### src/rtl/inv_shift_rows_seq_pkg.sv
// Shared AES types, column-major row access helpers and the FSM state encoding
// for the sequential InvShiftRows block.
package inv_shift_rows_seq_pkg;

  typedef logic [127:0] aes_state_t;
  typedef logic [31:0]  aes_row_t;
  typedef logic [1:0]   row_idx_t;

  typedef enum logic [1:0] {
    StIdle,
    StRow,
    StDone
  } fsm_state_t;

  // Row word is {s[r][0], s[r][1], s[r][2], s[r][3]}; byte s[r][c] sits at bit 127-8*(4c+r).
  function automatic aes_row_t get_row(input aes_state_t state, input row_idx_t r);
    aes_row_t row;
    row = '0;
    for (int c = 0; c < 4; c++) begin
      row[31-8*c -: 8] = state[127-8*(4*c+int'(r)) -: 8];
    end
    return row;
  endfunction

  function automatic aes_state_t put_row(input aes_state_t state, input row_idx_t r,
                                         input aes_row_t row);
    aes_state_t res;
    res = state;
    for (int c = 0; c < 4; c++) begin
      res[127-8*(4*c+int'(r)) -: 8] = row[31-8*c -: 8];
    end
    return res;
  endfunction

endpackage

### src/rtl/inv_shift_rows_seq_if.sv
// Start/done handshake and state buses between a requester and the InvShiftRows block.
interface inv_shift_rows_seq_if;
  import inv_shift_rows_seq_pkg::*;

  logic       start;
  aes_state_t state_in;
  logic       ready;
  logic       busy;
  logic       done;
  aes_state_t state_out;

  modport master (
    output start,
    output state_in,
    input  ready,
    input  busy,
    input  done,
    input  state_out
  );

  modport slave (
    input  start,
    input  state_in,
    output ready,
    output busy,
    output done,
    output state_out
  );

endinterface

### src/rtl/inv_row_rotate.sv
// Combinational cyclic right rotation of one state row by idx_row bytes.
module inv_row_rotate
  import inv_shift_rows_seq_pkg::*;
(
  input  row_idx_t idx_row,
  input  aes_row_t row_in,
  output aes_row_t row_out
);

  always_comb begin
    row_out = row_in;
    unique case (idx_row)
      2'd0:    row_out = row_in;
      2'd1:    row_out = {row_in[7:0],  row_in[31:8]};
      2'd2:    row_out = {row_in[15:0], row_in[31:16]};
      2'd3:    row_out = {row_in[23:0], row_in[31:24]};
      default: row_out = row_in;
    endcase
  end

endmodule

### src/rtl/inv_shift_rows_seq.sv
// Sequential AES InvShiftRows: rotates one row of the captured state per clock and
// publishes the result with a one-cycle done pulse.
module inv_shift_rows_seq
  import inv_shift_rows_seq_pkg::*;
#(
  parameter bit FAST_ROW0 = 1'b0
) (
  input logic                 clk,
  input logic                 rst_n,
  inv_shift_rows_seq_if.slave bus
);

  // Row 0 is an identity rotation, so the fast variant simply starts at row 1.
  localparam row_idx_t FirstRow = FAST_ROW0 ? 2'd1 : 2'd0;

  fsm_state_t fsm_q;
  row_idx_t   row_q;
  aes_state_t work_q;
  aes_state_t out_q;

  aes_row_t   row_cur;
  aes_row_t   row_rot;
  aes_state_t work_next;

  assign row_cur   = get_row(work_q, row_q);
  assign work_next = put_row(work_q, row_q, row_rot);

  inv_row_rotate u_rotate (
    .idx_row (row_q),
    .row_in  (row_cur),
    .row_out (row_rot)
  );

  always_ff @(posedge clk or negedge rst_n) begin
    if (!rst_n) begin
      fsm_q  <= StIdle;
      row_q  <= '0;
      work_q <= '0;
      out_q  <= '0;
    end else begin
      unique case (fsm_q)
        StIdle: begin
          if (bus.start) begin
            work_q <= bus.state_in;
            row_q  <= FirstRow;
            fsm_q  <= StRow;
          end
        end
        StRow: begin
          work_q <= work_next;
          // Leave on the last row instead of incrementing, so the counter never wraps.
          if (row_q == 2'd3) begin
            out_q <= work_next;
            fsm_q <= StDone;
          end else begin
            row_q <= row_q + 2'd1;
          end
        end
        StDone: begin
          if (bus.start) begin
            work_q <= bus.state_in;
            row_q  <= FirstRow;
            fsm_q  <= StRow;
          end else begin
            fsm_q <= StIdle;
          end
        end
        default: fsm_q <= StIdle;
      endcase
    end
  end

  assign bus.ready     = (fsm_q != StRow);
  assign bus.busy      = (fsm_q == StRow);
  assign bus.done      = (fsm_q == StDone);
  assign bus.state_out = out_q;

endmodule

### src/flat_wrapper.sv
// flat-port wrapper written by rule: the top's interface ports become plain ports
module inv_shift_rows_seq_flat import inv_shift_rows_seq_pkg::*;
#(
  parameter bit FAST_ROW0 = 1'b0
)
  (clk, rst_n, bus_start, bus_state_in, bus_ready, bus_busy, bus_done, bus_state_out);
  inv_shift_rows_seq_if bus_i ();
  input logic clk;
  input logic rst_n;
  input wire logic [$bits(bus_i.start)-1:0] bus_start;
  input wire logic [$bits(bus_i.state_in)-1:0] bus_state_in;
  output wire logic [$bits(bus_i.ready)-1:0] bus_ready;
  output wire logic [$bits(bus_i.busy)-1:0] bus_busy;
  output wire logic [$bits(bus_i.done)-1:0] bus_done;
  output wire logic [$bits(bus_i.state_out)-1:0] bus_state_out;
  assign bus_i.start = bus_start;
  assign bus_i.state_in = bus_state_in;
  assign bus_ready = bus_i.ready;
  assign bus_busy = bus_i.busy;
  assign bus_done = bus_i.done;
  assign bus_state_out = bus_i.state_out;
  inv_shift_rows_seq #(.FAST_ROW0(FAST_ROW0)) u_core (.clk(clk), .rst_n(rst_n), .bus(bus_i));
endmodule
### config.mk
export PLATFORM = sky130hd
export DESIGN_NAME = inv_shift_rows_seq_flat
export DESIGN_NICKNAME = d
export VERILOG_FILES = /design/src/rtl/inv_shift_rows_seq_pkg.sv /design/src/rtl/inv_shift_rows_seq_if.sv /design/src/rtl/inv_row_rotate.sv /design/src/rtl/inv_shift_rows_seq.sv /design/src/flat_wrapper.sv
export SDC_FILE = /design/constraint.sdc
export NUM_CORES = 1
export LEC_CHECK = 0
export ABC_AREA = 1
export BUFFER_PORTS_ARGS = -buffer_cell sky130_fd_sc_hd__buf_2
export CAP_MARGIN = 20
export CORE_MARGIN = 2
export CORE_UTILIZATION = 45
export CTS_CLUSTER_DIAMETER = 120
export DETAILED_ROUTE_END_ITERATION = 10
export PLACE_DENSITY = 0.66
export SETUP_SLACK_MARGIN = 0.2
export SYNTH_ARGS = -nofsm -noshare
export SYNTH_HDL_FRONTEND = slang
export SYNTH_SLANG_ARGS = --single-unit
### constraint.sdc
create_clock -name clk -period 2.9 [get_ports clk]
set_input_delay 0.58 -clock clk [delete_from_list [all_inputs] [get_ports clk]]
set_output_delay 0.58 -clock clk [all_outputs]
set_load 0.02 [all_outputs]
Yosys cells after proc, flatten, opt, wreduce, memory -nomap -nowiden
Index checks and enable logic that the tools add are counted.
Cells by class
  add/sub/neg operators: 12
  multiplexer cells: 14
  eq/ne operators: 10
  shift-type cells: 12
  reductions and logical operators: 8
Operator list (count)
  $shift 8x33->135 const A: 4
  $shiftx 8x33->135: 4
  $bwmux 128: 4
  $shiftx 135x32->8: 3
  $pmux 128 s2: 1
  $shiftx 135x8->8: 1
  $mux 128: 1
  $pmux 32 s4: 1
  $neg 32->33: 3
  $sub 8x32->32 const A: 2
  $neg 8->33: 1
  $add 4x2->5 const A: 2
  $mux 2: 4
  $sub 7x5->8 const A: 1
  $sub 7x7->8 const A: 1
  $eq 2x2->1 const B: 3
  $ne 2x1->1 const B: 3
  $pmux 2 s3: 1
  $reduce_and 2->1: 3
  $add 3x2->4 const A: 1
  $eq 2x1->1 const B: 2
  $logic_not 2->1: 2
  $ne 2x2->1 const B: 2
  $pmux 2 s2: 1
  5 further kinds: 5
Word-level totals
  output and inout bits: 131
  input bits: 131
  flip-flop bits (word level): 260
  logic and storage cells: 60

Logic depth before layout (Yosys ltp)
  depth after elaboration: 10
  depth in mapped cells: 14
  depth with buffers taken out: 11

Modules after synthesis
Synthesis repeated with hierarchy kept, for this count alone.
Unflattened totals
  cells, all modules: 2401
  area total of the unflattened synthesis: 15473.6 µm²
Modules (own cells, without submodules)
  inv_shift_rows_seq: instances 1, seq. area each 6506.2 µm², cells each 2215, area an instance 14508.9 µm²
  inv_row_rotate: instances 1, seq. area each 0.0 µm², cells each 186, area an instance 964.7 µm²

Worst setup path after synthesis
Ideal clock, no wire load.
  path kind: register to register
  from: reg u_core.row_q[0]
  to: reg u_core.work_q[14]
  buffers on the path: 4
  slack: 0.817 ns
  required time: 2.784 ns
  clock period less this slack: 2.083 ns
  data arrival time: 1.966 ns
  stages on the path, launching flop included: 15
  library setup time: 0.116 ns
  cells stage by stage: dfrtp_1 inv_2 buf_2 buf_2 ha_1 clkbuf_1 inv_1 buf_1 nand2_1 inv_1 nand2_1 nand4_1 nand3_1 nand2_1 nand2_1
On the way
  word-level cells in the longest chain between the ends: 10
  elaborated cells between the ends (all ways): 33
  classes of those cells: add/sub: 11; eq/ne: 3; shift: 12; mux: 6; reduce/logical: 1
Ends and longest elaborated chain
  start: declaration: RTL line inv_shift_rows_seq.sv:17  | row_idx_t row_q;
  start signal: assignment: RTL line inv_shift_rows_seq.sv:45  | row_q <= FirstRow;
  start signal: assignment: RTL line inv_shift_rows_seq.sv:56  | row_q <= row_q + 2'd1;
  start signal: assignment: RTL line inv_shift_rows_seq.sv:62  | row_q <= FirstRow;
  $add 4x2->5 or $add 3x2->4 (tied branches): RTL line inv_shift_rows_seq_pkg.sv:20, inv_shift_rows_seq_pkg.sv:30
  $sub 8x32->32 or $sub 7x7->8 (tied branches): RTL line inv_shift_rows_seq_pkg.sv:20, inv_shift_rows_seq_pkg.sv:30
  $shiftx 135x32->8: RTL line inv_shift_rows_seq_pkg.sv:20  | row[31-8*c -: 8] = state[127-8*(4*c+int'(r)) -: 8];
  $pmux 32 s4: RTL line inv_row_rotate.sv:12  | unique case (idx_row)
  $shiftx 8x33->135: RTL line inv_shift_rows_seq_pkg.sv:30  | res[127-8*(4*c+int'(r)) -: 8] = row[31-8*c -: 8];
  $bwmux 128 (3 in series): RTL line inv_shift_rows_seq_pkg.sv:30
  $bwmux 128 (*): RTL line inv_shift_rows_seq_pkg.sv:30
  $pmux 128 s2 (*): RTL line inv_shift_rows_seq.sv:41  | unique case (fsm_q)
  end signal: assignment: RTL line inv_shift_rows_seq.sv:44  | work_q <= bus.state_in;
  end signal: assignment: RTL line inv_shift_rows_seq.sv:50  | work_q <= work_next;
  end signal: assignment: RTL line inv_shift_rows_seq.sv:61  | work_q <= bus.state_in;
  end: declaration: RTL line inv_shift_rows_seq.sv:18  | aes_state_t work_q;
Mark *: on every way between the ends. The rest lies on a longest branch, timed or not.
A chain may end at the register's enable or synchronous reset.

Final worst setup path
  from: reg u_core.fsm_q[0]
  to: out bus_busy
On the way
  word-level cells in the longest chain between the ends: 1
Ends and longest elaborated chain
  start: declaration: RTL line inv_shift_rows_seq.sv:16  | fsm_state_t fsm_q;
  start signal: assignment: RTL line inv_shift_rows_seq.sv:36  | fsm_q <= StIdle;
  start signal: assignment: RTL line inv_shift_rows_seq.sv:46  | fsm_q <= StRow;
  start signal: assignment: RTL line inv_shift_rows_seq.sv:54  | fsm_q <= StDone;
  $eq 2x1->1: RTL line inv_shift_rows_seq.sv:74  | assign bus.busy = (fsm_q == StRow);
  end: declaration: RTL line flat_wrapper.sv:13  | output wire logic [$bits(bus_i.busy)-1:0] bus_busy;
Every way passes these cells.

==> run metrics <==
antenna viol nets, final=0; share of the synthesized area in the top cell type=0.408; path type of the worst setup path=reg2out; main flop type after synthesis=sky130_fd_sc_hd__dfrtp_1; Total Negative Setup Slacks=0 ns; count of vias placed by the detailed router=17100; clk sink count=260; YS warnings=0; synthesized net count=2626; Max Clock Freq=392 MHz; diodes inserted=0; maximum number of buffers from clock root to sink=3; number of H-tree branching levels=1; drt initial violations=1746; count of cell types in the netlist=20; via count of the first global-routing pass=16300; total CTS buffers=30; number of hold buffers added after cts=0; power density relative to cell area=1420 nW/µm²; setup-violating endpoint count in the final report=0; Critical Path Start Type=flop; worst hold margin=-0.0209 ns; Post CTS Setup Buffer Count=0; synthesized instance count=2490; share of final-layout standard cells stronger than drive strength 1=0.152; combined global-route utilization of all metal layers=0.311; worst-margin pin slew=1.03 ns; kind of end point of the critical path=output pin; data arrival time at the worst-slack endpoint=1.97 ns; area added between synthesis and finish=17.0%; count of TritonRoute iterations in the first routing pass=8; worst-skew pair later-pin latency=0.57 ns; period utilization=0.879; Critical Path, Cell by Cell=inv_4, nor2_4, buf_12, buf_2; number of enable flip-flop cells after synthesis=0; Crit path required time=2.32 ns; highest ir drop seen on vdd=0.710 mV; average cell area after synthesis=6.41 µm²; Commonest cells post-synth=sky130_fd_sc_hd__nand2_1, sky130_fd_sc_hd__nand3_1, sky130_fd_sc_hd__nor2_1; fin crit period=2.55 ns; unrepaired setup endpoints after global routing=no; largest net degree at the start of global routing=131; netlist area before placement=16000 µm²; result of the run=finished with violations; count of filler cells inserted in the layout=3597; max-slew violation count=0; post-synthesis sequential area ratio=0.408; # Max-Cap Violations=0; crit path max-delay cell type=sky130_fd_sc_hd__buf_12; Post-CTS Resized=0; Core Rows=68; tightest slew margin relative to the limit=0.311; vias per cell=5.44; area of the die=37000 µm²; failing checks=negative hold slack; leakage power=0.0107 µW; horizontal extent of the die=192 µm; HPWL reported at the end of detailed placement=39100 µm; remaining routing DRC violations=0; critical-path maximum fanout=130; class of the tightest hold or removal check=in2async; Async SR Flop Fraction=1.00; DIE HEIGHT=192 µm; register bit count reported by yosys=260; Routed WL per cell=18.4 µm; core occupancy in the finished layout=0.538; initial antenna violation count=0; Crit path largest cell delay=0.43 ns; biggest area contributors in the synthesized netlist=sky130_fd_sc_hd__dfrtp_1, sky130_fd_sc_hd__nand2_1, sky130_fd_sc_hd__nand3_1; Top Ports=262; number of buffers inserted by port buffering=261; grt total ovfl=0; Synth area leader=sky130_fd_sc_hd__dfrtp_1; CTS tree=built; Routed WL=57700 µm; initial core utilization=0.460; worst clock skew=0.0116 ns; most frequently used cell type in the post-synthesis netlist=sky130_fd_sc_hd__nand2_1; placer congestion estimate=0.913; Post-layout nets=2803; Std-Cell Core Area=34700 µm²; Clk Tree Root Cell=sky130_fd_sc_hd__clkbuf_16; Final Hold Violating Endpoints=7; CTS clock-pin slew for the worst setup and hold paths=0.06 ns; first-pass GRT wire length=90100 µm
cell type report:
| class | count | area [µm²] | share of cell area |
|---|---|---|---|
| timing repair buffer | 306 | 1790 | 0.0960 |
| clock buffer | 37 | 838 | 0.0449 |
| inverter | 78 | 309 | 0.0166 |
| tap | 455 | 569 | 0.0305 |
| multi-input combinational | 1991 | 8350 | 0.448 |
| sequential | 260 | 6510 | 0.349 |
| clock inverter | 18 | 289 | 0.0155 |
sequential cells by signal, summed over array words and instances (netlist names):
signal / flops
u_core.row_q: 2
u_core.work_q: 128
u_core.fsm_q: 2
u_core.bus.state_out: 128
path summary, 6_finish.rpt:
path	start	end	slack (ns)	depth (start not counted)
worst max-delay path	u_core.fsm_q[0]	bus_busy	0.35	4
worst min-delay path	rst_n	u_core.work_q[82]	-0.02	1
worst max register to register	u_core.row_q[1]	u_core.bus.state_out[63]	0.44	8
worst min register to register	u_core.bus.state_out[79]	u_core.bus.state_out[79]	0.47	2
max in group asynchronous	rst_n	u_core.bus.state_out[56]	2.04	2
min in group clk	bus_state_in[33]	u_core.work_q[33]	0.35	5
stage by stage:
stage | cells | instance area, µm² | setup slack [ns] | hold WS [ns] | power [µW]
after floorplan | 2490 | 16000 | 0.817 | 0.284 | 17100
after global routing | 3145 | 18700 | 0.251 | 0.0133 | 28600
final | 3145 | 18700 | 0.350 | -0.0209 | 26500
after global placement | 3090 | 17500 | 0.482 | 0.458 | 21700
after CTS | 3145 | 18700 | 0.300 | 0.0116 | 26400
after detailed placement | 3090 | 17500 | 0.441 | 0.460 | 22000
critical path: cells and delay by family (launching register included):
family	cells	cell delay, ns
buf+inv	3	0.79
flops	1	0.42
simple gates	1	0.16
per-layer routing:
| metal | GRT usage | routed length [µm] | vias up |
|---|---|---|---|
| met1 | 0.455 | 25700 | 7976 |
| met5 | 0 | 0 | - |
| met4 | 0.102 | 1780 | 0 |
| li1 | - | - | 8217 |
| met2 | 0.482 | 25900 | 796 |
| met3 | 0.0329 | 4360 | 116 |
layout by cell type (no fill, tap or decap), types with 8 or more instances in the layout:
cell type / count
sky130_fd_sc_hd__nand2_2: 10
sky130_fd_sc_hd__buf_12: 11
sky130_fd_sc_hd__nand4_1: 126
sky130_fd_sc_hd__nand2_1: 1284
sky130_fd_sc_hd__nand3_1: 265
sky130_fd_sc_hd__nand3_2: 19
sky130_fd_sc_hd__clkbuf_16: 31
sky130_fd_sc_hd__a21oi_1: 8
sky130_fd_sc_hd__buf_2: 260
sky130_fd_sc_hd__nor2_1: 259
sky130_fd_sc_hd__dfrtp_1: 258
sky130_fd_sc_hd__inv_2: 8
sky130_fd_sc_hd__buf_4: 34
sky130_fd_sc_hd__inv_1: 64
cells by family after synthesis:
logic type      share of synthesized area
compound gates                    0.00596
buf+inv                            0.0689
flops                               0.408
fa+ha+maj                         0.00392
simple gates                        0.513
power by group:
group / switching, µW / internal (µW)
clock: 1650 / 2680
combinational: 11200 / 4460
sequential: 1140 / 5300
Note: power is estimated with default switching activity, not from simulation.
